## src/rtl/hamming_pkg.sv

```systemverilog
// Shared Hamming(7,4) definitions: codeword geometry, syndrome map and the parity
// function used by both the encoder and this receiver.
package hamming_pkg;

  localparam int N  = 4;
  localparam int M  = 3;
  localparam int CW = N + M;

  typedef logic [CW-1:0] codeword_t;
  typedef logic [N-1:0]  data_t;
  typedef logic [M-1:0]  syndrome_t;

  typedef struct packed {
    data_t     data;
    syndrome_t syndrome;
    logic      corrected;
  } decode_t;

  localparam syndrome_t SYN_D0 = 3'b011;
  localparam syndrome_t SYN_D1 = 3'b101;
  localparam syndrome_t SYN_D2 = 3'b110;
  localparam syndrome_t SYN_D3 = 3'b111;

  // Returns {p2, p1, p0} for a data nibble.
  function automatic syndrome_t calc_parity(input data_t d);
    return {d[1] ^ d[2] ^ d[3], d[0] ^ d[2] ^ d[3], d[0] ^ d[1] ^ d[3]};
  endfunction

endpackage

```

## src/rtl/hamming74_decode.sv

```systemverilog
// Combinational Hamming(7,4) single-error-correcting decoder.
// Double errors alias onto a single-bit syndrome and are miscorrected by design.
module hamming74_decode
  import hamming_pkg::*;
(
  input  logic [CW-1:0] cw,
  output logic [N-1:0]  data,
  output logic [M-1:0]  syndrome,
  output logic          corrected
);

  always_comb begin
    syndrome  = calc_parity(cw[N-1:0]) ^ cw[CW-1:N];
    data      = cw[N-1:0];
    corrected = |syndrome;
    // Syndromes 001/010/100 point at a parity bit, so the data passes through.
    case (syndrome)
      SYN_D0:  data[0] = ~cw[0];
      SYN_D1:  data[1] = ~cw[1];
      SYN_D2:  data[2] = ~cw[2];
      SYN_D3:  data[3] = ~cw[3];
      default: data    = cw[N-1:0];
    endcase
  end

endmodule

```

## src/rtl/hamming74_serial_rx.sv

```systemverilog
// Serial Hamming(7,4) receiver: assembles LSB-first codewords, corrects single-bit
// errors into a one-entry valid/ready output register and counts corrected words.
module hamming74_serial_rx
  import hamming_pkg::*;
#(
  parameter int CNT_W = 16
) (
  input  logic             clk,
  input  logic             rst_n,
  input  logic             in_bit,
  input  logic             in_valid,
  output logic             in_ready,
  input  logic             resync,
  output logic [3:0]       out_data,
  output logic [2:0]       out_syndrome,
  output logic             out_corrected,
  output logic             out_valid,
  input  logic             out_ready,
  output logic [CNT_W-1:0] err_count,
  input  logic             err_clear
);

  localparam logic [0:0] COLLECT  = 1'b0;
  localparam logic [0:0] LAST     = 1'b1;
  localparam logic [2:0] LAST_IDX = 3'd6;

  logic [2:0]    bit_cnt;
  logic [CW-2:0] shift_p0;
  logic [0:0]    state;
  logic          xfer;
  logic          load;
  logic          drain;
  codeword_t     word;
  decode_t       dec;
  decode_t       out_p1;
  logic          vld_p1;

  function automatic logic [CNT_W-1:0] sat_inc(input logic [CNT_W-1:0] v);
    return (&v) ? v : v + 1'b1;
  endfunction

  assign state    = (bit_cnt == LAST_IDX) ? LAST : COLLECT;
  assign in_ready = !(state == LAST && vld_p1 && !out_ready);
  assign xfer     = in_valid && in_ready && !resync;
  assign load     = xfer && (state == LAST);
  assign drain    = vld_p1 && out_ready;

  // The 7th bit completes the word combinationally so decode registers at T+1.
  assign word = {in_bit, shift_p0};

  hamming74_decode u_decode (
    .cw        (word),
    .data      (dec.data),
    .syndrome  (dec.syndrome),
    .corrected (dec.corrected)
  );

  // Stage 0: bit collection
  always_ff @(posedge clk or negedge rst_n) begin
    if (!rst_n) begin
      bit_cnt  <= 3'd0;
      shift_p0 <= '0;
    end else if (resync) begin
      bit_cnt  <= 3'd0;
      shift_p0 <= '0;
    end else if (xfer) begin
      if (state == LAST) begin
        bit_cnt  <= 3'd0;
        shift_p0 <= '0;
      end else begin
        bit_cnt  <= bit_cnt + 3'd1;
        shift_p0 <= {in_bit, shift_p0[CW-2:1]};
      end
    end
  end

  // Stage 1: decoded output register
  always_ff @(posedge clk or negedge rst_n) begin
    if (!rst_n) begin
      out_p1 <= '0;
      vld_p1 <= 1'b0;
    end else if (load) begin
      out_p1 <= dec;
      vld_p1 <= 1'b1;
    end else if (drain) begin
      vld_p1 <= 1'b0;
    end
  end

  always_ff @(posedge clk or negedge rst_n) begin
    if (!rst_n) begin
      err_count <= '0;
    end else if (err_clear) begin
      err_count <= '0;
    end else if (load && dec.corrected) begin
      err_count <= sat_inc(err_count);
    end
  end

  assign out_data      = out_p1.data;
  assign out_syndrome  = out_p1.syndrome;
  assign out_corrected = out_p1.corrected;
  assign out_valid     = vld_p1;

endmodule
```

## config.mk

```make
export PLATFORM = sky130hd
export DESIGN_NAME = hamming74_serial_rx
export DESIGN_NICKNAME = d
export VERILOG_FILES = /design/src/rtl/hamming_pkg.sv /design/src/rtl/hamming74_decode.sv /design/src/rtl/hamming74_serial_rx.sv
export SDC_FILE = /design/constraint.sdc
export NUM_CORES = 1
export LEC_CHECK = 0
export CAP_MARGIN = 10
export CORE_ASPECT_RATIO = 2
export CORE_UTILIZATION = 46
export CTS_BUF_LIST = sky130_fd_sc_hd__clkbuf_8
export CTS_CLUSTER_DIAMETER = 60
export CTS_CLUSTER_SIZE = 10
export DETAILED_ROUTE_END_ITERATION = 10
export PLACE_DENSITY = 0.76
export SLEW_MARGIN = 20
export SYNTH_ARGS = -nofsm -noshare
export SYNTH_HDL_FRONTEND = slang
export SYNTH_SLANG_ARGS = --single-unit
```

## constraint.sdc

```tcl
create_clock -name clk -period 4.29 [get_ports clk]
set_input_delay 0.429 -clock clk [delete_from_list [all_inputs] [get_ports clk]]
set_output_delay 0.429 -clock clk [all_outputs]
set_load 0.05 [all_outputs]
```

# Word level (Yosys, flattened, before mapping)
# Cells that the tools add are included.
[totals] regBits=34 in_bits=7 output_inout_bits=26 elab_cells=58
[classes] addsub=2 eq_ne=6 mux=16 bitwise_logic=11 n_reduce_logical=16
[op_table] operator="$mux W16" n=3
[op_table] operator="$mux W6" n=3
[op_table] operator="$add A16 B1 Y16 const B" n=1
[op_table] operator="$reduce_and A16 Y1" n=1
[op_table] operator="$eq A3 B3 Y1 const B" n=4
[op_table] operator="$mux W3" n=3
[op_table] operator="$logic_and A1 B1 Y1" n=7
[op_table] operator="$mux W1" n=7
[op_table] operator="$reduce_bool A2 Y1" n=3
[op_table] operator="$xor A1 B1 Y1" n=6
[op_table] operator="$not A1 Y1" n=4
[op_table] operator="$add A3 B1 Y3 const B" n=1
[op_table] operator="$eq A3 B2 Y1 const B" n=1
[op_table] operator="$logic_not A1 Y1" n=3
[op_table] operator="$reduce_or A3 Y1" n=1
[op_table] operator="$xor A3 B3 Y3" n=1
[op_table] operator="$ne A2 B2 Y1 const B" n=1
[op_table] operator="$reduce_and A2 Y1" n=1

# Logic depth before layout (Yosys ltp)
[logic_depth] word_depth=11 ltp_mapped=8

# Modules after synthesis
# From an unflattened synthesis, not the netlist that was laid out.
[unflattened] cells_unflattened=192 area_unflattened_um2=1865.5
[by_module_without_submodules] module="hamming74_serial_rx" instances=1 cells_each=173 area_per_inst_um2=1717.9 seq_area_each_um2=850.8
[by_module_without_submodules] module="hamming74_decode" instances=1 cells_each=19 area_per_inst_um2=147.6 seq_area_each_um2=0.0

# Worst setup path before layout
# Ideal clock, no wire load.
[synth_path] path_kind="reg-to-reg" start="register err_count[0]" end="register err_count[1]" setup_time_ps=132 t_arrival_ps=2229 required_time_ps=4158 setup_slack_ps=1929 path_stages_with_launch=9 path_buffers=2 synth_period_minus_slack_ps=2361 path_cell_list="dfrtp_1 -> ha_1 -> nand3_1 -> or4_1 -> o311ai_2 -> buf_6 -> buf_8 -> mux2i_1 -> nor2_1"
[synth_via] elab_chain_len=4
[synth_rtl] item="start, declared" line_no="hamming74_serial_rx.sv:19" text="output logic [CNT_W-1:0] err_count,"
[synth_rtl] item="start signal, assigned" line_no="hamming74_serial_rx.sv:96" text="err_count <= sat_inc(err_count);"
[synth_rtl] item="$add A16 B1 Y16" line_no="hamming74_serial_rx.sv:39" text="return (&v) ? v : v + 1'b1;"
[synth_rtl] item="$mux W16" line_no="hamming74_serial_rx.sv:39"
[synth_rtl] item="$mux W16" line_no="hamming74_serial_rx.sv:95" text="end else if (load && dec.corrected) begin"
[synth_rtl] item="$mux W16" line_no="hamming74_serial_rx.sv:93" text="end else if (err_clear) begin"
# Several ways; a longest one is shown, not always the timed one. The select of a mux whose other input is x is not followed.
# A chain may end at the register's enable or synchronous reset.

# Worst setup path in the final report
[layout_path] start="input in_valid" end="register err_count[11]"
[layout_via] elab_chain_len=6
[layout_rtl] item="start, declared" line_no="hamming74_serial_rx.sv:11" text="input logic in_valid,"
[layout_rtl] item="$logic_and A1 B1 Y1 (2 in series)" line_no="hamming74_serial_rx.sv:44" text="assign xfer = in_valid && in_ready && !resync;"
[layout_rtl] item="$logic_and A1 B1 Y1" line_no="hamming74_serial_rx.sv:45" text="assign load = xfer && (state == LAST);"
[layout_rtl] item="$logic_and A1 B1 Y1" line_no="hamming74_serial_rx.sv:95"
[layout_rtl] item="$reduce_bool A2 Y1 (no line)"
[layout_rtl] item="$reduce_and A2 Y1 (no line)"
# Every way passes these cells.

==> key figures <==
Detailed routing
  • Vias per Instance: 5.65
  • TritonRoute pass-1 iters: 4
  • Drt total wl: 3910 um
  • Wire length per cell: 15.1 um
  • Routed Antenna Nets: 0
  • DR vias: 1463
  • Initial DRC Count: 24
  • Drt drc: 0

Critical path
  • Crit path required time: 4.50 ns
  • CP max FO: 30
  • Crit. End Element: flip-flop
  • R2R setup slack: 1.82 ns
  • Reg-to-reg endpoint: err_count[11]
  • Worst Reg-to-Reg Cells: 6
  • Kind of critical path: primary input to flip-flop
  • CP Data Arrival Time: around 2.7 ns
  • R2R Path Start: bit_cnt[0]
  • Startpoint types: primary input

Placement
  • Hpwl dp: 2920 um
  • Cell Area, Placed: 2100 um^2
  • Final GP Congestion: 0.884
  • Port-buffer cells: 32
  • Worst slack at placement: between 1 and 1.5 ns

Clock network
  • CTS tree: yes
  • Root Driver: clkbuf_8
  • CTS Buf Count: 5
  • CTS-repair resized insts: 0
  • H-tree depth: 2
  • Clk buf depth: 2
  • Clock-pin slew on the worst setup and hold paths: 0.07 ns
  • Post-CTS setup buffer count: 0
  • Worst-Skew Late Latency: 0.29 ns
  • Hold-fix buffers, CTS: 0
  • Clock sink total: 34

Floorplan
  • Starting Density: 48.8%
  • Die width: 46.2 um
  • Num ports: 33
  • Chip height: around 90 um
  • DIE AREA: 4180 um^2
  • Core Footprint: 3680 um^2
  • # rows: 31

Timing
  • Final setup margin: 1.76 ns
  • Slew @ Worst Pin: 0.749 ns
  • Setup TNS: 0 ns
  • Final period demand of the worst path: 2.53 ns
  • Skew final: 0.0124 ns
  • Endpoints failing hold: 0
  • Max-slew violation count: 0
  • Final setup violation count: 0
  • Slew margin rel.: 50.0%
  • Maximum clock rate: 395 MHz
  • RSZ-0062 raised after global routing: no
  • Final period utilization: 59.0%

Power
  • Worst VDD drop: 0.278 mV
  • Pwr dens: 283 nW/um^2
  • Leakage: 0.868 nW

Synthesis
  • Post-synthesis mux area share: between 1.5 and 2%
  • Yosys Warn Count: 0
  • Mapped Nets: 187
  • Largest family of logic cells by synthesized area: simple AND/OR/NAND/NOR gates
  • Syn avg cell area: 10.1 um^2
  • Post-Syn Area: 1800 um^2
  • Synth Flop Type: dfrtp_1
  • Compound-Gate Fraction of Synth Area: between 10% and 20%
  • Cell variety after synth: 40
  • Adder-Cell Fraction of Synth Area: 0.695%
  • Post-synth EDFFs: 0
  • Post-synthesis sequential element count: 34
  • Simple-gate share of the synthesized area: 19.3%
  • Synthesized instance count: 179
  • Post-synthesis sequential area ratio: 47.3%
  • XOR/XNOR share of the synthesized area: 8.62%
  • Async SR Flop Fraction: between 90% and 100%

Final layout
  • Filler Cells Inserted: 312
  • ANT cells: 0
  • Layout cells sized above 1: ~11%
  • Area growth syn-to-layout: 22.3%
  • Nets: 217
  • Design Area, Final: 2200 um^2

Global route
  • Initial antenna violation count: 0
  • Grt total ovfl: 0
  • Global-route usage over all layers: 21.0%
  • Vias in the first global route: roughly 1400
  • Largest net degree at the start of global routing: 35
  • First-pass GRT wire length: 6290 um

Min path
  • WHS Path Cells: 1
  • Worst hold start: out_syndrome[2]
  • WHS Endpoint: out_syndrome[2]
  • Min-delay worst type: flip-flop to flip-flop

Run status
  • Outcome: completed

Run
  • Maxcap violations: 0
==> registers in the layout (all words and copies together) (netlist names) <==
signal         flops
out_corrected      1
bit_cnt            3
out_data           4
err_count         16
shift_p0           6
out_syndrome       3
out_valid          1
==> cells by family after synthesis <==
logic type | count (synthesis)
buf+inv | 14
simple gates | 62
fa+ha+maj | 1
mux | 3
flops | 34
compound gates | 49
xor+xnor | 16
==> cell type report <==
type | count | area [um^2] | area share [%]
clock inverters | 2 | 12.5 | 0.569
flip-flops and latches | 34 | 851 | 38.7
clock buffers | 6 | 82.6 | 3.75
multi-input cells | 131 | 846 | 38.5
repair buffers | 34 | 335 | 15.2
well taps | 49 | 61.3 | 2.79
inverters | 3 | 11.3 | 0.512
==> through the flow <==
step | total power, mW | cells | hold slack, ns | utilization (%)
after floorplan | 0.362 | 179 | 0.133 | -
after global placement | 0.381 | 251 | 0.504 | 57.1
final | 0.622 | 259 | 0.527 | 59.7
after detailed placement | 0.383 | 251 | 0.507 | 57.1
after CTS | 0.630 | 259 | 0.523 | 59.7
after global routing | 0.645 | 259 | 0.555 | 59.7
==> power breakdown <==
part	internal (mW)	switching [mW]	total [mW]
logic	0.0176	0.0291	0.0467
clock network	0.129	0.117	0.245
registers	0.325	0.00520	0.330
==> layout by cell type, fill, tap and decap left out, types with 5 or more instances in the layout <==
cell type	instances
clkdlybuf4s50_1	32
clkbuf_8	6
o21ai_0	9
nand3_1	8
or3_1	6
xor2_1	5
nor2_1	13
xnor2_1	9
dfrtp_1	34
nand2_1	8
or3_2	5
a21oi_1	25
or4_1	6
==> metal layers <==
metal / track usage [%] / routed length (um)
met3: 3.80 / 166
met5: 0 / 0
met1: 20.9 / 1390
met2: 37.9 / 2280
met4: 10.3 / 75
==> how the worst max path moves through the flow <==
stage,end,cells past startpoint,slack [ns],start
3_5_place_dp,err_count[11],6,1.47,in_valid
3_3_place_gp,err_count[15],7,1.58,out_ready
2_1_floorplan,err_count[1],8,1.93,err_count[0]
6_report,err_count[11],6,1.76,in_valid
5_1_grt,err_count[15],6,1.61,in_valid
4_1_cts,err_count[15],6,1.78,in_valid
==> worst max-delay path, stage by stage <==
cell and delay (ns):
clkdlybuf4s50_1 0.62, and4b_1 0.60, o311ai_2 0.18, buf_4 0.25, or4_1 0.49, a21oi_1 0.16
==> synth_stat cells (2+ instances only) <==
cell	number	share of area, %
nand3_1	8	2.2
nand4_1	4	1.4
clkbuf_1	2	0.42
xnor2_1	9	4.4
nor2_1	13	2.7
inv_1	3	0.63
nor3_1	3	0.83
nand2_1	8	1.7
buf_6	4	2.5
or2_2	2	0.70
mux2i_1	2	1.1
a22o_2	2	1.1
or4_1	6	2.5
o21ai_0	9	2.5
a21oi_1	25	7.0
dfrtp_1	34	47
a22o_1	4	1.9
o31ai_1	4	1.7
nand2b_1	2	0.70
or3_2	5	2.1
xor2_1	5	2.4
or3_1	6	2.1
buf_4	2	0.83
Note: power is estimated with default switching activity, not from simulation.
